--- src/rtl/l9_pkg.sv ---
// Shared layer-9 definitions: default geometry, writer FSM encoding and the
// saturating adder used by the write-back stage.
package l9_pkg;

  localparam int L9_DW     = 16;
  localparam int L9_MAP    = 8;
  localparam int L9_CH     = 16;
  localparam int L9_ADDR_W = 10;

  typedef enum logic [1:0] {
    ST_IDLE  = 2'd0,
    ST_RUN   = 2'd1,
    ST_FLUSH = 2'd2,
    ST_DONE  = 2'd3
  } l9_state_e;

  // Operands arrive sign-extended to 32 bits; the sum is formed one bit wider
  // and clamped to the signed range of a dw-bit word (dw <= 31).
  function automatic logic signed [31:0] sat_add(input logic signed [31:0] a,
                                                 input logic signed [31:0] b,
                                                 input int unsigned dw);
    logic signed [32:0] s;
    logic signed [32:0] hi;
    logic signed [32:0] lo;
    s  = 33'(a) + 33'(b);
    hi = (33'sd1 <<< (dw - 1)) - 33'sd1;
    lo = -(33'sd1 <<< (dw - 1));
    if (s > hi) begin
      return hi[31:0];
    end else if (s < lo) begin
      return lo[31:0];
    end
    return s[31:0];
  endfunction

endpackage

--- src/rtl/l9_xyz_counter.sv ---
// Raster x/y/z counter (x fastest, then y, then channel z) producing the
// linear tensor address and a flag marking the final element of a pass.
module l9_xyz_counter
  import l9_pkg::*;
#(
  parameter int MAP    = L9_MAP,
  parameter int CH     = L9_CH,
  parameter int ADDR_W = L9_ADDR_W
) (
  input  logic              clk,
  input  logic              rst,
  input  logic              clr,
  input  logic              en,
  output logic [ADDR_W-1:0] addr,
  output logic              last
);

  localparam int XW = (MAP > 1) ? $clog2(MAP) : 1;
  localparam int ZW = (CH > 1) ? $clog2(CH) : 1;

  logic [XW-1:0] x;
  logic [XW-1:0] y;
  logic [ZW-1:0] z;

  logic x_max;
  logic y_max;
  logic z_max;

  assign x_max = (x == XW'(MAP - 1));
  assign y_max = (y == XW'(MAP - 1));
  assign z_max = (z == ZW'(CH - 1));
  assign last  = x_max & y_max & z_max;

  always_ff @(posedge clk or negedge rst) begin
    if (!rst) begin
      x <= '0;
      y <= '0;
      z <= '0;
    end else if (clr) begin
      x <= '0;
      y <= '0;
      z <= '0;
    end else if (en) begin
      if (x_max) begin
        x <= '0;
        if (y_max) begin
          y <= '0;
          z <= z_max ? '0 : z + ZW'(1);
        end else begin
          y <= y + XW'(1);
        end
      end else begin
        x <= x + XW'(1);
      end
    end
  end

  assign addr = ADDR_W'(z) * ADDR_W'(MAP * MAP) + ADDR_W'(y) * ADDR_W'(MAP) + ADDR_W'(x);

endmodule

--- src/rtl/l9_out_writer.sv ---
// Layer-9 write-back: accepts conv results, adds the skip operand, saturates,
// optionally applies ReLU and writes each word to the output BRAM in raster order.
module l9_out_writer
  import l9_pkg::*;
#(
  parameter int DW      = L9_DW,
  parameter int MAP     = L9_MAP,
  parameter int CH      = L9_CH,
  parameter int ADDR_W  = L9_ADDR_W,
  parameter int SKIP_EN = 1,
  parameter int RELU_EN = 1
) (
  input  logic                     clk,
  input  logic                     rst,
  input  logic                     start,
  input  logic                     in_valid,
  input  logic signed [DW-1:0]     in_data,
  output logic                     in_ready,
  output logic [ADDR_W-1:0]        skip_rd_addr,
  input  logic signed [DW-1:0]     skip_rd_data,
  output logic                     wr_en,
  output logic [ADDR_W-1:0]        wr_addr,
  output logic [DW-1:0]            wr_data,
  output logic                     busy,
  output logic                     done
);

  l9_state_e state;
  l9_state_e state_next;

  logic                 xfer;
  logic                 last_elem;
  logic                 v1;
  logic signed [DW-1:0] d1;
  logic [ADDR_W-1:0]    a1;
  logic signed [31:0]   sum32;
  logic [DW-1:0]        res;

  assign in_ready = (state == ST_RUN);
  assign busy     = (state == ST_RUN) || (state == ST_FLUSH);
  assign done     = (state == ST_DONE);
  assign xfer     = in_valid & in_ready;

  // The counter address doubles as the skip BRAM read address, so the skip
  // word lands exactly when the transferred word reaches stage 1.
  l9_xyz_counter #(
    .MAP    (MAP),
    .CH     (CH),
    .ADDR_W (ADDR_W)
  ) u_cnt (
    .clk  (clk),
    .rst  (rst),
    .clr  (start && (state == ST_IDLE)),
    .en   (xfer),
    .addr (skip_rd_addr),
    .last (last_elem)
  );

  always_ff @(posedge clk or negedge rst) begin
    if (!rst) begin
      state <= ST_IDLE;
    end else begin
      state <= state_next;
    end
  end

  // Stage 2 drains on the same edge that FLUSH leaves, so only stage 1 gates the exit.
  always_comb begin
    state_next = state;
    case (state)
      ST_IDLE:  if (start) state_next = ST_RUN;
      ST_RUN:   if (xfer && last_elem) state_next = ST_FLUSH;
      ST_FLUSH: if (!v1) state_next = ST_DONE;
      ST_DONE:  state_next = ST_IDLE;
      default:  state_next = ST_IDLE;
    endcase
  end

  always_ff @(posedge clk or negedge rst) begin
    if (!rst) begin
      v1 <= 1'b0;
      d1 <= '0;
      a1 <= '0;
    end else begin
      v1 <= xfer;
      if (xfer) begin
        d1 <= in_data;
        a1 <= skip_rd_addr;
      end
    end
  end

  always_comb begin
    sum32 = sat_add(32'(d1), (SKIP_EN != 0) ? 32'(skip_rd_data) : 32'sd0, DW);
    res   = sum32[DW-1:0];
    if ((RELU_EN != 0) && res[DW-1]) begin
      res = '0;
    end
  end

  always_ff @(posedge clk or negedge rst) begin
    if (!rst) begin
      wr_en   <= 1'b0;
      wr_addr <= '0;
      wr_data <= '0;
    end else begin
      wr_en <= v1;
      if (v1) begin
        wr_addr <= a1;
        wr_data <= res;
      end
    end
  end

endmodule

--- config.mk ---
export PLATFORM = sky130hd
export DESIGN_NAME = l9_out_writer
export DESIGN_NICKNAME = d
export VERILOG_FILES = /design/src/rtl/l9_pkg.sv /design/src/rtl/l9_xyz_counter.sv /design/src/rtl/l9_out_writer.sv
export SDC_FILE = /design/constraint.sdc
export NUM_CORES = 1
export LEC_CHECK = 0
export ABC_AREA = 1
export BUFFER_PORTS_ARGS = -buffer_cell sky130_fd_sc_hd__buf_4
export CORE_MARGIN = 1
export CORE_UTILIZATION = 48
export CTS_CLUSTER_DIAMETER = 60
export DETAILED_ROUTE_END_ITERATION = 12
export GPL_ROUTABILITY_DRIVEN = 0
export PLACE_DENSITY = 0.79
export SYNTH_ARGS = -nofsm -noshare
export SYNTH_HDL_FRONTEND = slang
export SYNTH_HIERARCHICAL = 1
export SYNTH_SLANG_ARGS = --single-unit
--- constraint.sdc ---
create_clock -name clk -period 3.06 [get_ports clk]
set_input_delay 0.459 -clock clk [delete_from_list [all_inputs] [get_ports clk]]
set_output_delay 0.459 -clock clk [all_outputs]
set_load 0.01 [all_outputs]
==> impl_metrics.py, run 1 <==
metrics = {
    "outcome": {
        "outcome": "completed",
    },
    "synth": {
        "syn_area_per_cell_sq_um": 7.289,
        "ys_types": 32,
        "yosys_warnings": 6,
        "synthCells": 527,
        "synth_fp_nets": 590,
        "syn-cell-area_sq_um": 3841,
        "yosysSeqAreaShare": 0.4235,
        "ys_ff_latch": 65,
    },
    "floorplanning": {
        "dieArea_sq_um": 8364,
        "chipHeight_microns": 91.46,
        "core-area_sq_um": 7727,
        "pin_count": 76,
        "initial_core_util": 0.4971,
        "fp.dieW_microns": 91.46,
        "rows": 32,
    },
    "worst_setup_path": {
        "cp-start-kind": "flop",
        "rr_worst_depth": 11,
        "crit_fanout": 15,
        "reg2reg_slack_ns": 0.95,
        "timing.rr.end": "wr_data[10]",
        "crit_type": "reg2reg",
        "cpMaxStageDelayCell": "fa_1",
        "setup.worst_path.end_class": "flop",
        "path_cells": "ha_1, fa_1, nand2_1, nand2_1, nand3_2, nand2_2, a21oi_1, nor2_2, nor2_8, nand2_1, nand2_1",
        "cp.arrival_ns": 2.39,
        "worstPathRequired_ns": 3.34,
        "r2r-start": "d1[0]",
        "critPathMostFrequentCell": "nand2_1",
        "critPathLaunch": "d1[0]",
        "slowest_delay_ns": 0.41,
    },
    "sta": {
        "min_period_ns": 2.112,
        "timing.fmax_mhz": 473.5,
        "holdWs_ns": 0.1882,
        "clock_skew_ns": 0.01086,
        "final_max_slew_viol_count": 0,
        "hold_violations": 0,
        "period_share": 0.6902,
        "worst_pin_slew_ns": 0.7887,
        "finalSetupTns_ns": 0,
        "setup_violations": 0,
        "rsz0062_at_grt": "no",
        "timing.slew.headroom": 0.4742,
    },
    "routing": {
        "via_per_inst": 4.724,
        "top_layer_used": "met4",
        "ant_nets": 0,
        "dr.pass1.iters": 4,
        "wl_met3_microns": 391,
        "wl_microns": 8339,
        "vias": 3359,
        "wl_per_cell_microns": 11.73,
        "drt-initial-drc-count": 193,
        "wl_met1_microns": 3899,
        "route.met2.wl_microns": 3939,
        "drc_errors": 0,
    },
    "clock_tree": {
        "clock_latency_ns": 0.34,
        "path_clk_slew_ns": 0.08,
        "hold_buffers": 0,
        "htree_levels": 3,
        "cts_root_buffer": "clkbuf_8",
        "cts_buffer_depth": 2,
        "cts.sinks": 65,
        "cts_resized": 0,
        "cts_tree": "done",
        "cts_setup_buffers": 0,
        "cts_inserted_buffers": 9,
    },
    "grt": {
        "grt_max_degree": 66,
        "grt_antenna_before_repair": 0,
        "grt_pass1_wl_microns": 13920,
        "grt_pass1_vias": 3213,
        "gr-total-overflow": 0,
        "gr-usage-all-layers": 0.2105,
    },
    "layout": {
        "post_layout_nonfiller_instances": 711,
        "layout_commonest_cell": "nand2_1",
        "final_nets": 667,
        "antennaDiodeCount": 0,
        "area_growth_pct": 21.73,
        "layout_common_cells": "nand2_1 (283), buf_4 (76), dfrtp_1 (65)",
        "drive_above_1_share": 0.1905,
    },
    "power_and_ir_drop": {
        "power_density_nw_per_um2": 865.1,
        "p_leak_nw": 2.736,
        "irDropWorstVdd_uv": 516.0,
    },
    "flow_run": {
        "max_cap_violations": 0,
    },
    "place": {
        "placedCellCount": 695,
        "io_buffers": 74,
        "dp_hpwl_microns": 6232,
    },
    "min_path": {
        "hold_class": "in2async",
    },
}
stage by stage:
step                setup slack, ns    util  area (sq um)  total power (W)
CTS                          0.9332  0.6051          4676         0.004062
global route                 0.7669  0.6051          4676         0.004387
finish                       0.9481  0.6051          4676         0.004045
global placement             0.7981  0.5782          4468         0.003216
floorplan                     1.009       -          3841         0.002718
detailed placement           0.7640  0.5782          4468         0.003285
cell families (layout without fill, tap and decap cells):
kind of cell | after synthesis | after routing | synth area share
other cells | 1 | 1 | 0.0009763
fa+ha+maj | 27 | 27 | 0.08990
flops | 65 | 65 | 0.4235
buf+inv | 69 | 151 | 0.07622
simple gates | 340 | 340 | 0.3661
compound gates | 18 | 18 | 0.02736
xor+xnor | 7 | 7 | 0.01596
synthesized netlist by cell type, drive strengths merged:
cell type | count | area, sq um
or2 | 2 | 15.02
xnor2 | 5 | 43.79
clkinv | 1 | 3.750
dfrtp | 65 | 1627
o21ai | 8 | 40.04
nor3 | 4 | 30.03
nand4 | 1 | 6.260
nor2 | 17 | 82.58
nand3b | 8 | 60.06
a21oi | 9 | 56.31
xor2 | 2 | 17.52
a221oi | 1 | 8.760
buf | 3 | 38.79
fa | 1 | 20.02
inv | 58 | 217.7
ha | 26 | 325.3
dlygate4sd3 | 1 | 10.01
conb | 1 | 3.750
nand2 | 295 | 1142
nand3 | 13 | 70.07
clkbuf | 6 | 22.52
report_power, final:
group	total [W]	leakage [nW]	internal (W)	switching, W
Clock	0.000772	0.103	0.000392	0.000380
Combinational	0.00199	1.78	0.000790	0.00120
Sequential	0.00129	0.854	0.00111	0.000176
Total	0.00405	2.74	0.00229	0.00175
worst max-delay path, delay by kind of cell, from the launching register on:
family,cells,cell delay (ns)
AO/OA/AOI/OAI,1,0.20
adder cells (fa/ha/maj),2,0.63
AND/OR/NAND/NOR,8,0.84
flip-flops,1,0.39
flip-flops by register name (all words and copies together) (netlist names):
signal / count
u_cnt/y: 3
wr_data: 15
a1: 10
d1: 16
wr_addr: 10
u_cnt/z: 4
wr_en: 1
u_cnt/x: 3
v1: 1
state: 2
area by class of cell:
cell class | instances | area [sq um]
Clock buffer | 9 | 123.9
Clock inverter | 7 | 83.83
Fill cell | 688 | 3052
Inverter | 59 | 221.5
Multi-Input combinational cell | 393 | 1922
Sequential cell | 65 | 1627
Tap cell | 102 | 127.6
Timing Repair Buffer | 76 | 570.5
per-layer routing:
layer,vias to the layer above,track usage
li1,1753,-
met1,1517,0.2631
met2,81,0.3615
met3,8,0.03601
met4,0,0.08201
met5,-,0
worst max path at each step:
stage | cells past startpoint | to | slack, ns
after floorplan | 12 | wr_data[10] | 1.01
final | 11 | wr_data[10] | 0.95
after global routing | 11 | wr_data[7] | 0.77
after detailed placement | 12 | wr_data[10] | 0.76
after CTS | 11 | wr_data[10] | 0.93
after global placement | 12 | wr_data[0] | 0.80
Power figures use the tool's default switching activity.
==> run 2, diff against run 1 <==
clock period = 2.2 ns   (was 3.06 ns; I/O delays follow)
==> impl_metrics.py, run 2 (same netlist as run 1, synthesis figures left out) <==
metrics = {
    "outcome": {
        "outcome": "completed",
    },
    "grt": {
        "gr-usage-all-layers": 0.2147,
        "grt_max_degree": 66,
        "grt_antenna_before_repair": 0,
        "gr-total-overflow": 0,
        "grt_pass1_wl_microns": 14190,
        "grt_pass1_vias": 3234,
    },
    "place": {
        "io_buffers": 74,
        "dp_hpwl_microns": 6152,
        "placedCellCount": 696,
        "place_area_sq_um": 4476,
    },
    "power_and_ir_drop": {
        "p_int_w": 0.003115,
        "p_leak_nw": 2.734,
        "power_density_nw_per_um2": 1184,
        "switching_share": 0.4387,
        "seqPwrFrac": 0.320,
        "comb_power_share": 0.507,
        "clockPowerShare": 0.173,
        "irDropWorstVdd_uv": 705.2,
        "finalPower_w": 0.005550,
        "p_sw_w": 0.002435,
    },
    "routing": {
        "vias": 3404,
        "via_per_inst": 4.774,
        "wl_microns": 8320,
        "wl_per_cell_microns": 11.67,
        "drt-initial-drc-count": 137,
        "ant_nets": 0,
        "drc_errors": 0,
        "dr.pass1.iters": 4,
    },
    "worst_setup_path": {
        "setup.worst_path.end_class": "flop",
        "critPathMostFrequentCell": "nand2_1",
        "slowest_delay_ns": 0.39,
        "cpMaxStageDelayCell": "dfrtp_1",
        "cp-start-kind": "flop",
        "cp.arrival_ns": 2.30,
        "crit_type": "reg2reg",
        "worstPathRequired_ns": 2.49,
        "path_cells": "ha_1, fa_2, nand2_1, nand2_1, nand3_2, nand2_2, a21oi_2, nor2_2, nor2_4, nand2_1, nand2_1",
        "crit_fanout": 7,
    },
    "layout": {
        "reg_top3": "d1 x16, wr_data x15",
        "largest_reg_flops": 16,
        "drive_above_1_share": 0.1964,
        "layout_common_cells": "nand2_1 (283), buf_4 (77), dfrtp_1 (65)",
        "seqCellArea_sq_um": 1627,
        "multi_input_area_sq_um": 1944,
        "layout_commonest_cell": "nand2_1",
        "antennaDiodeCount": 0,
        "post_layout_nonfiller_instances": 713,
        "final_area_sq_um": 4686,
        "area_growth_pct": 21.99,
        "largest-register": "d1",
        "layout.filler_cells": 693,
        "final_nets": 669,
    },
    "sta": {
        "timing.slew.headroom": 0.4747,
        "clock_skew_ns": 0.01020,
        "min_period_ns": 2.010,
        "final_max_slew_viol_count": 0,
        "worst_pin_slew_ns": 0.7879,
        "hold_violations": 0,
        "period_share": 0.9137,
        "holdWs_ns": 0.05134,
        "setup_violations": 0,
        "rsz0062_at_grt": "no",
        "timing.fmax_mhz": 497.5,
    },
    "floorplanning": {
        "rows": 32,
        "core-area_sq_um": 7727,
        "fp.dieW_microns": 91.46,
        "dieArea_sq_um": 8364,
        "pin_count": 76,
        "chipHeight_microns": 91.46,
        "initial_core_util": 0.4971,
    },
    "clock_tree": {
        "cts_resized": 0,
        "cts_inserted_buffers": 9,
        "path_clk_slew_ns": 0.07,
        "cts_tree": "done",
        "cts_root_buffer": "clkbuf_8",
        "clock_latency_ns": 0.35,
        "cts_setup_buffers": 0,
        "cts.sinks": 65,
        "htree_levels": 3,
        "hold_buffers": 0,
        "cts_buffer_depth": 2,
    },
    "flow_run": {
        "max_cap_violations": 0,
    },
    "min_path": {
        "hold_class": "in2async",
    },
}
==> run 2: changes by cell type in the layout (fill, tap and decap cells not counted) <==
cell        delta
inv_8          -1
clkinvlp_4     +1
bufinv_16      -1
nand2_4        +1
buf_4          +1
a21oi_2        +1
nand2_2        -1
clkbuf_8       +1
fa_2           +1
fa_1           -1
a21oi_1        -1
nor2_4         +1
==> run 2: routing by layer <==
metal	global-route usage	up-vias	wire [microns]
met3	0.04858	9	485
met1	0.2712	1540	3800
met2	0.3559	91	3943
met5	0	-	0
li1	-	1764	-
met4	0.08466	0	89
==> run 2: worst paths after layout <==
kind,start,to,slack [ns],cells after the start
setup / recovery,d1[0],wr_data[13],0.19,11
hold / removal,rst,wr_data[11],0.05,1
setup reg to reg,d1[0],wr_data[13],0.19,11
hold reg to reg,wr_addr[8],wr_addr[8],0.47,2
max in group asynchronous,rst,d1[12],1.62,1
min in group clk,in_data[1],d1[1],0.17,3
==> run 2: final cells by class <==
cell class	instances	share of cell area
Tap cell	102	0.02724
Clock inverter	6	0.01068
Multi-Input combinational cell	394	0.4150
Inverter	59	0.04726
Clock buffer	10	0.02937
Sequential cell	65	0.3471
Timing Repair Buffer	77	0.1234
==> run 2: per-stage QoR <==
step / setup slack, ns / util / TNS (ns)
floorplan: 0.2542 / - / 0
global placement: 0.07704 / 0.5792 / 0
detailed placement: -0.02587 / 0.5792 / -0.1724
CTS: 0.02787 / 0.6035 / 0
global route: 0.03117 / 0.6064 / 0
finish: 0.1898 / 0.6064 / 0
==> run 2: power groups by stage <==
stage	Sequential, W	Clock (W)	Combinational, W
global placement	0.00179	0	0.00269
CTS	0.00178	0.000984	0.00279
detailed placement	0.00180	0	0.00277
finish	0.00178	0.000960	0.00281
floorplan	0.00182	0	0.00196
global route	0.00183	0.00104	0.00320
==> run 2: worst max-delay path, delay by kind of cell (launching register included) <==
kind,cells,cell delay (ns)
adder cells (fa/ha/maj),2,0.58
AND/OR/NAND/NOR,8,0.81
flip-flops,1,0.39
AO/OA/AOI/OAI,1,0.18
==> run 3, diff against run 2 <==
CORE_UTILIZATION = 56   (was 48)
PLACE_DENSITY = 0.89   (was 0.79)
==> impl_metrics.py, run 3 (same netlist as run 1, synthesis figures left out) <==
metrics = {
    "outcome": {
        "outcome": "finished, violations left",
        "violations": "DRC",
    },
    "sta": {
        "finalSetupTns_ns": 0,
        "timing.slew.headroom": 0.4729,
        "period_share": 0.9519,
        "min_period_ns": 2.094,
        "holdWs_ns": 0.06354,
        "clock_skew_ns": 0.008512,
        "final_max_slew_viol_count": 0,
        "setup_violations": 0,
        "hold_violations": 0,
        "rsz0062_at_grt": "no",
        "worst_pin_slew_ns": 0.7907,
        "timing.fmax_mhz": 477.5,
    },
    "min_path": {
        "hold_class": "in2async",
    },
    "worst_setup_path": {
        "rr_worst_depth": 11,
        "crit_fanout": 7,
        "timing.rr.end": "wr_data[2]",
        "worstPathRequired_ns": 2.48,
        "reg2reg_slack_ns": 0.11,
        "crit_type": "reg2reg",
        "r2r-start": "d1[0]",
        "cp.arrival_ns": 2.38,
        "cp-start-kind": "flop",
        "setup.worst_path.end_class": "flop",
    },
    "routing": {
        "drt-initial-drc-count": 223,
        "ant_nets": 0,
        "via_per_inst": 5.125,
        "wl_per_cell_microns": 12.98,
        "vias": 3516,
        "dr.pass1.iters": 9,
        "wl_microns": 8907,
        "drc_errors": 8,
    },
    "clock_tree": {
        "cts.sinks": 65,
        "cts_buffer_depth": 2,
        "path_clk_slew_ns": 0.07,
        "cts_resized": 0,
        "clock_latency_ns": 0.34,
        "hold_buffers": 0,
        "cts_root_buffer": "clkbuf_8",
        "cts_inserted_buffers": 9,
        "cts_tree": "done",
        "cts_setup_buffers": 0,
        "htree_levels": 3,
    },
    "grt": {
        "grt_max_degree": 66,
        "grt_antenna_before_repair": 0,
        "grt_pass1_vias": 3520,
        "gr-total-overflow": 0,
        "gr-usage-all-layers": 0.2635,
        "grt_pass1_wl_microns": 15070,
    },
    "floorplanning": {
        "initial_core_util": 0.5914,
        "pin_count": 76,
        "rows": 29,
        "dieArea_sq_um": 7194,
        "fp.dieW_microns": 84.82,
        "chipHeight_microns": 84.82,
        "core-area_sq_um": 6495,
    },
    "layout": {
        "layout_common_cells": "nand2_1 (283), buf_4 (76), dfrtp_1 (65)",
        "reg_top3": "d1 x16, wr_data x15",
        "largest-register": "d1",
        "layout_commonest_cell": "nand2_1",
        "drive_above_1_share": 0.1938,
        "final_nets": 668,
        "antennaDiodeCount": 0,
        "area_growth_pct": 21.14,
        "largest_reg_flops": 16,
    },
    "power_and_ir_drop": {
        "p_leak_nw": 2.734,
        "power_density_nw_per_um2": 1215,
        "irDropWorstVdd_uv": 827.1,
    },
    "flow_run": {
        "max_cap_violations": 0,
    },
    "place": {
        "io_buffers": 74,
        "dp_hpwl_microns": 6593,
    },
}
==> run 3: changes by cell type in the layout (fill, tap and decap cells not counted), sizes merged <==
cell / before / now
buf: 77 / 76
bufinv: 0 / 1
clkinv: 2 / 4
clkinvlp: 2 / 1
inv: 61 / 58
==> run 3: layout make-up <==
| cell class | count | area [sq um] |
|---|---|---|
| clock inverter | 5 | 56.30 |
| multi-input combinational | 394 | 1944 |
| sequential | 65 | 1627 |
| clock buffer | 10 | 137.6 |
| tap | 77 | 96.34 |
| timing repair buffer | 76 | 570.5 |
| inverter | 59 | 221.5 |
| fill | 510 | 1842 |
==> run 3: worst max path at each step <==
stage                                from     endpoint  slack [ns]  cells after the start
after floorplan                     d1[0]  wr_data[10]        0.25                     12
after global placement    skip_rd_data[0]   wr_data[0]        0.08                     12
after detailed placement  skip_rd_data[0]   wr_data[4]      -0.008                     12
after CTS                           d1[0]   wr_data[8]        0.05                     11
after global routing                d1[0]   wr_data[5]        0.02                     11
final                               d1[0]   wr_data[2]        0.11                     11
==> run 3: metrics by stage <==
step	instance area [sq um]	utilization	std cells	total power, W	setup slack (ns)
2_1_floorplan	3841	-	527	0.003781	0.2542
6_report	4653	0.7164	686	0.005654	0.1058
3_3_place_gp	4437	0.6831	670	0.004448	0.08484
5_1_grt	4653	0.7164	686	0.006118	0.01661
3_5_place_dp	4437	0.6831	670	0.004587	-0.008343
4_1_cts	4631	0.7130	685	0.005608	0.05211
==> run 3: critical path, cell delays in order, from the launching register on <==
cell and delay (ns):
dfrtp_1 0.39, ha_1 0.22, fa_2 0.38, nand2_1 0.10
nand2_1 0.10, nand3_2 0.09, nand2_2 0.08, a21oi_2 0.17
nor2_2 0.10, nor2_4 0.24, nand2_1 0.08, nand2_1 0.07
==> run 3: per-layer routing <==
metal | global-route usage | wire length, microns | share of wire
met4 | 0.1217 | 216 | 0.024
met5 | 0 | 0 | 0
met1 | 0.3212 | 3780 | 0.42
met2 | 0.4619 | 4504 | 0.51
met3 | 0.04086 | 405 | 0.045
==> run 3: where the power goes <==
group	internal [W]	leakage, nW	switching (W)
Sequential	0.00155	0.854	0.000250
Combinational	0.00112	1.78	0.00174
Clock	0.000545	0.0981	0.000457
